==> src/rtl/mult_pkg.sv <==
// mult_pkg -- shared definitions for the shift-and-add multiplier.
//   W_DEF   : default operand width in bits.
//   state_t : control FSM encoding (IDLE, RUN, DONE).
package mult_pkg;

  localparam int W_DEF = 4;

  typedef enum logic [1:0] {
    IDLE = 2'd0,
    RUN  = 2'd1,
    DONE = 2'd2
  } state_t;

endpackage : mult_pkg

==> src/rtl/add_w.sv <==
// add_w -- W-bit ripple-carry adder used by the multiplier datapath.
// Ports:
//   x, y : W-bit addends
//   cin  : carry in
//   s    : W-bit sum
//   cout : carry out of the top bit
module add_w
  import mult_pkg::*;
#(
  parameter int W = W_DEF
) (
  input  logic [W-1:0] x,
  input  logic [W-1:0] y,
  input  logic         cin,
  output logic [W-1:0] s,
  output logic         cout
);

  // w_c[k] is the carry into bit k; w_c[W] leaves the adder.
  logic [W:0] w_c;

  assign w_c[0] = cin;

  generate
    for (genvar gi = 0; gi < W; gi++) begin : g_fa
      assign s[gi]      = x[gi] ^ y[gi] ^ w_c[gi];
      assign w_c[gi+1]  = (x[gi] & y[gi]) | (x[gi] & w_c[gi]) | (y[gi] & w_c[gi]);
    end
  endgenerate

  assign cout = w_c[W];

endmodule : add_w

==> src/rtl/shift_add_mult.sv <==
// shift_add_mult -- sequential unsigned shift-and-add multiplier.
// One partial-product step per clock; the result appears W+1 clocks after
// the edge that accepts start, regardless of operand values.
// Ports:
//   clk   : clock, rising edge
//   rst   : synchronous active-high reset
//   start : begin a multiply (only looked at in IDLE)
//   a, b  : W-bit unsigned multiplicand / multiplier, captured at start
//   busy  : high while a multiply is in progress (RUN or DONE)
//   done  : one-cycle pulse, p is valid
//   p     : 2W-bit product, held until the next product is ready
//   ovf   : (only when MULT_OVF_EN is defined) upper half of p nonzero
// Build option: define MULT_OVF_EN to add the ovf port and its register.
// W must be at least 2.
module shift_add_mult
  import mult_pkg::*;
#(
  parameter int W = W_DEF
) (
  input  logic           clk,
  input  logic           rst,
  input  logic           start,
  input  logic [W-1:0]   a,
  input  logic [W-1:0]   b,
  output logic           busy,
  output logic           done,
  output logic [2*W-1:0] p
`ifdef MULT_OVF_EN
  ,
  output logic           ovf
`endif
);

  localparam int CNT_W = $clog2(W + 1);

  state_t           r_state;
  state_t           w_state_next;
  logic [W-1:0]     r_m;
  logic [W-1:0]     r_q;
  logic [W-1:0]     r_h;
  logic [CNT_W-1:0] r_cnt;
  logic [2*W-1:0]   r_p;

  logic [W-1:0]     w_addend;
  logic [W-1:0]     w_sum;
  logic             w_carry;
  logic [2*W-1:0]   w_hq_next;
  logic             w_last;

  // Partial product: add M into the high half when the current multiplier
  // LSB is set.
  assign w_addend = r_q[0] ? r_m : '0;

  add_w #(.W(W)) u_add (
    .x    (r_h),
    .y    (w_addend),
    .cin  (1'b0),
    .s    (w_sum),
    .cout (w_carry)
  );

  // The carry-out shifts straight into the MSB of H, so no separate carry
  // register is needed and no product bit is dropped.
  assign w_hq_next = {w_carry, w_sum, r_q[W-1:1]};
  assign w_last    = (r_cnt == CNT_W'(1));

  // State register
  always_ff @(posedge clk) begin
    if (rst) begin
      r_state <= IDLE;
    end else begin
      r_state <= w_state_next;
    end
  end

  // Next state and status outputs
  always_comb begin
    w_state_next = r_state;
    busy         = 1'b0;
    done         = 1'b0;
    case (r_state)
      IDLE: begin
        if (start) w_state_next = RUN;
      end
      RUN: begin
        busy = 1'b1;
        if (w_last) w_state_next = DONE;
      end
      DONE: begin
        busy         = 1'b1;
        done         = 1'b1;
        w_state_next = IDLE;
      end
      default: w_state_next = IDLE;
    endcase
  end

  // Datapath
  always_ff @(posedge clk) begin
    if (rst) begin
      r_m   <= '0;
      r_q   <= '0;
      r_h   <= '0;
      r_cnt <= '0;
      r_p   <= '0;
    end else begin
      case (r_state)
        IDLE: begin
          if (start) begin
            r_m   <= a;
            r_q   <= b;
            r_h   <= '0;
            r_cnt <= CNT_W'(W);
          end
        end
        RUN: begin
          {r_h, r_q} <= w_hq_next;
          r_cnt      <= r_cnt - CNT_W'(1);
          // p is loaded with the final step so it is valid on DONE entry.
          if (w_last) r_p <= w_hq_next;
        end
        default: ;
      endcase
    end
  end

  assign p = r_p;

`ifdef MULT_OVF_EN
  logic r_ovf;

  always_ff @(posedge clk) begin
    if (rst) begin
      r_ovf <= 1'b0;
    end else if (r_state == RUN && w_last) begin
      r_ovf <= |w_hq_next[2*W-1:W];
    end
  end

  assign ovf = r_ovf;
`endif

endmodule : shift_add_mult

==> config.mk <==
export PLATFORM = sky130hd
export DESIGN_NAME = shift_add_mult
export DESIGN_NICKNAME = d
export VERILOG_FILES = /design/src/rtl/mult_pkg.sv /design/src/rtl/add_w.sv /design/src/rtl/shift_add_mult.sv
export SDC_FILE = /design/constraint.sdc
export NUM_CORES = 1
export LEC_CHECK = 0
export ABC_CLOCK_PERIOD_IN_PS = 2100
export CAP_MARGIN = 20
export CORE_ASPECT_RATIO = 0.6
export CORE_MARGIN = 5
export CORE_UTILIZATION = 46
export DETAILED_ROUTE_END_ITERATION = 10
export GPL_ROUTABILITY_DRIVEN = 0
export GPL_TIMING_DRIVEN = 0
export PLACE_DENSITY = 0.74
export SLEW_MARGIN = 10
export SYNTH_ARGS = -nofsm -noshare
export SYNTH_HDL_FRONTEND = slang
export SYNTH_SLANG_ARGS = --single-unit
==> constraint.sdc <==
create_clock -name clk -period 2.1 [get_ports clk]
set_clock_uncertainty 0.2 [all_clocks]
set_input_delay 0.315 -clock clk [delete_from_list [all_inputs] [get_ports clk]]
set_output_delay 0.315 -clock clk [all_outputs]
set_load 0.005 [all_outputs]
==> results.toml <==
[hold_path]
hold_class = "input pin to register"
min_to = "r_cnt[2]$_SDFFE_PP0P_"
min_from = "rst"
holdPathStages = 2

[logic_synthesis]
synth_most_common_cell = "dfxtp_1"
synthArstFlopShare_pct = 0
synth_top_area_cell = "dfxtp_1"
synth-main-ff-cell = "dfxtp_1"
synthesis.area_um2 = 1220
synth_top_area_share_pct = 41.0
syn-instance-count = 128
synth_nets = 148
synth_area_leaders = "dfxtp_1 41%, mux2i_1 8.2%, ha_1 6.1%"
synthDistinctLibCells = 27
synth_warnings = 0
synth_commonest_cells = "25 x dfxtp_1, 17 x nor2_1, 15 x inv_1, 10 x mux2i_1, 8 x nand2_1"
syn_area_per_cell_um2 = 9.54
seq_area_frac_synth_pct = 41.0
ys_ff_latch = 25
synth_edf_count = 0

[timing]
period_minus_slack_ns = 2.36
holdWs_ns = 0.109
finalSetupViolCount = 3
final_max_slew_viol_count = 0
period_share_pct = 112
hold_viol = 0
finalSetupTns_ns = -0.541
fmaxAchievable_mhz = 424
fin_ws_ns = -0.257
rsz0062_at_grt = "true"
slew_headroom_pct = 62.2
tightest_slew_ns = 0.551

[floorplan]
start_util_pct = 48.4
die_h_um = 49.9
coreArea_um2 = 2520
die_w_um = 76.5
num_io_pins = 21
rows = 14
die-area_um2 = 3820

[detailed_routing]
routedWlPerCell_um = 13.1
ant_nets = 0
dr.pass1.iters = 4
vias_per_cell = 5.05
vias = 930
wirelength_um = 2410
drt_iter0_markers = 48
drcViolationCount = 0

[clock_network]
clk_pin_slew_worst_paths_ns = 0.08
cts_buffers = 3
cts_tree = "yes"
clock_path_buffers = 2
cts_root_buf = "clkbuf_8"
ctsHtreeMaxLevel = 1
cts.sinks = 25
clock_latency_ns = 0.26
cts_hold_buffers = 0

[power_and_ir_drop]
peakVddDrop_mv = 0.447
p_per_area_nw_per_um2 = 740
power.leakage_nw = 0.581
finalPower_mw = 1.13

[run_status]
violations = "negative setup slack"
outcome = "finished, violations left"

[worst_setup_path]
cp.arrival_ns = 2.30
rr_worst_depth = 11
crit_top_cell = "inv_2"
reg2reg_to = "r_h[2]$_SDFFE_PP0P_"
critPathCaptureType = "register"
slowest_delay_ns = 0.49
critPathRequiredTime_ns = 2.05
crit_type = "register to register"
rrSetupSlack_ns = -0.26
cp_slowest_cell = "fa_1"
path_cells = "and2_4 > ha_4 > inv_2 > fa_2 > inv_2 > fa_2 > inv_2 > fa_1 > inv_1 > a32oi_1 > nor2_1"
path_max_fanout = 2
worst-path-stages = 11
crit_buf_inv = 4
critical-path-top-delay-family = "adder cells"
r2r-start = "r_q[0]$_SDFFE_PP0P_"
cp-start-kind = "register"

[global_route]
gr-total-overflow = 0
track_usage_pct = 13.5
grt_pass1_wl_um = 4060
grt_max_degree = 14
grt_pass1_vias = 902
antenna_found_initial = 0

[cells_and_area]
area_delta_synth_final_pct = 25.6
nets = 173
drive_above_1_share_pct = 19.1
final_util_pct = 60.8
diodes = 0

[place]
io_buffers = 18
place_hpwl_um = 1760

[run]
drv_cap = 0
[metrics by stage]
step | worst slack [ns] | cell area, um2 | instances
3_3_place_gp | -0.269 | 1450 | 178
5_1_grt | -0.357 | 1530 | 184
2_1_floorplan | -0.151 | 1220 | 128
3_5_place_dp | -0.301 | 1450 | 178
6_report | -0.257 | 1530 | 184
4_1_cts | -0.265 | 1530 | 184
[metal layers]
layer	GRT usage [%]	share of wire, %	vias to the layer above
li1	-	-	478
met1	17.6	51	423
met2	20.0	43	22
met3	4.91	4.9	7
met4	5.81	1.8	0
met5	0	0	-
[cells in the final DEF, fill, tap and decap left out, types with 2 or more instances in the layout]
cell type        Yosys  layout
a32oi_1              5       4
a211oi_1             5       5
a211oi_2             3       3
clkbuf_8             0       3
clkdlybuf4s50_1      0      18
nor2_1              17      17
nand3_1              5       5
dfxtp_1             25      23
inv_1               15      12
buf_4                2       4
a221oi_2             2       2
inv_2                0       3
ha_1                 6       5
clkbuf_1             2       3
buf_6                2       2
fa_2                 0       2
a21oi_1              5       5
nand2_1              8       8
o21ai_1              2       2
mux2i_1             10      10
[worst max-delay path by stage]
stage,startpoint,endpoint,slack (ns)
final,r_q[0]$_SDFFE_PP0P_,r_h[2]$_SDFFE_PP0P_,-0.26
after global routing,r_q[0]$_SDFFE_PP0P_,r_h[2]$_SDFFE_PP0P_,-0.36
after CTS,r_q[0]$_SDFFE_PP0P_,r_h[2]$_SDFFE_PP0P_,-0.27
after detailed placement,r_q[0]$_SDFFE_PP0P_,r_h[2]$_SDFFE_PP0P_,-0.30
after global placement,r_q[0]$_SDFFE_PP0P_,r_h[2]$_SDFFE_PP0P_,-0.27
after floorplan,r_q[0]$_SDFFE_PP0P_,r_h[2]$_SDFFE_PP0P_,-0.15
[cells by family after synthesis]
group | after synthesis | share of synthesized area, %
simple gates | 36 | 13.1
compound gates | 24 | 16.3
flops | 25 | 41.0
mux | 11 | 9.43
buf+inv | 23 | 9.12
fa+ha+maj | 9 | 11.1
[final cells by class]
class	count	area, um2
Timing Repair Buffer	20	195
Sequential cell	25	505
Clock buffer	4	45.0
Tap cell	32	40.0
Buffer	8	55.1
Fill cell	222	988
Inverter	15	56.3
Multi-Input combinational cell	80	637
[state kept, by name (all words and copies together), names as in the netlist]
name	cells
r_cnt	3
r_state	2
r_h	4
r_q	4
p	8
r_m	4
[power breakdown]
part	leakage (nW)	internal [mW]	switching (mW)	total, mW
sequential	0.205	0.517	0.0265	0.544
clock	0.0228	0.136	0.140	0.276
combinational	0.354	0.149	0.166	0.315
total	0.581	0.802	0.332	1.13
[repair_timing]
| item | 4_1_cts | 5_1_grt |
|---|---|---|
| buffers inserted | 2 | 0 |
| setup endpoints to repair | 5 | 5 |
| hold endpoints to repair | 0 | 0 |
| resized for setup | 9 | 1 |
| pin swaps | 5 | 7 |
No activity file was read; power rests on OpenSTA's default activity.
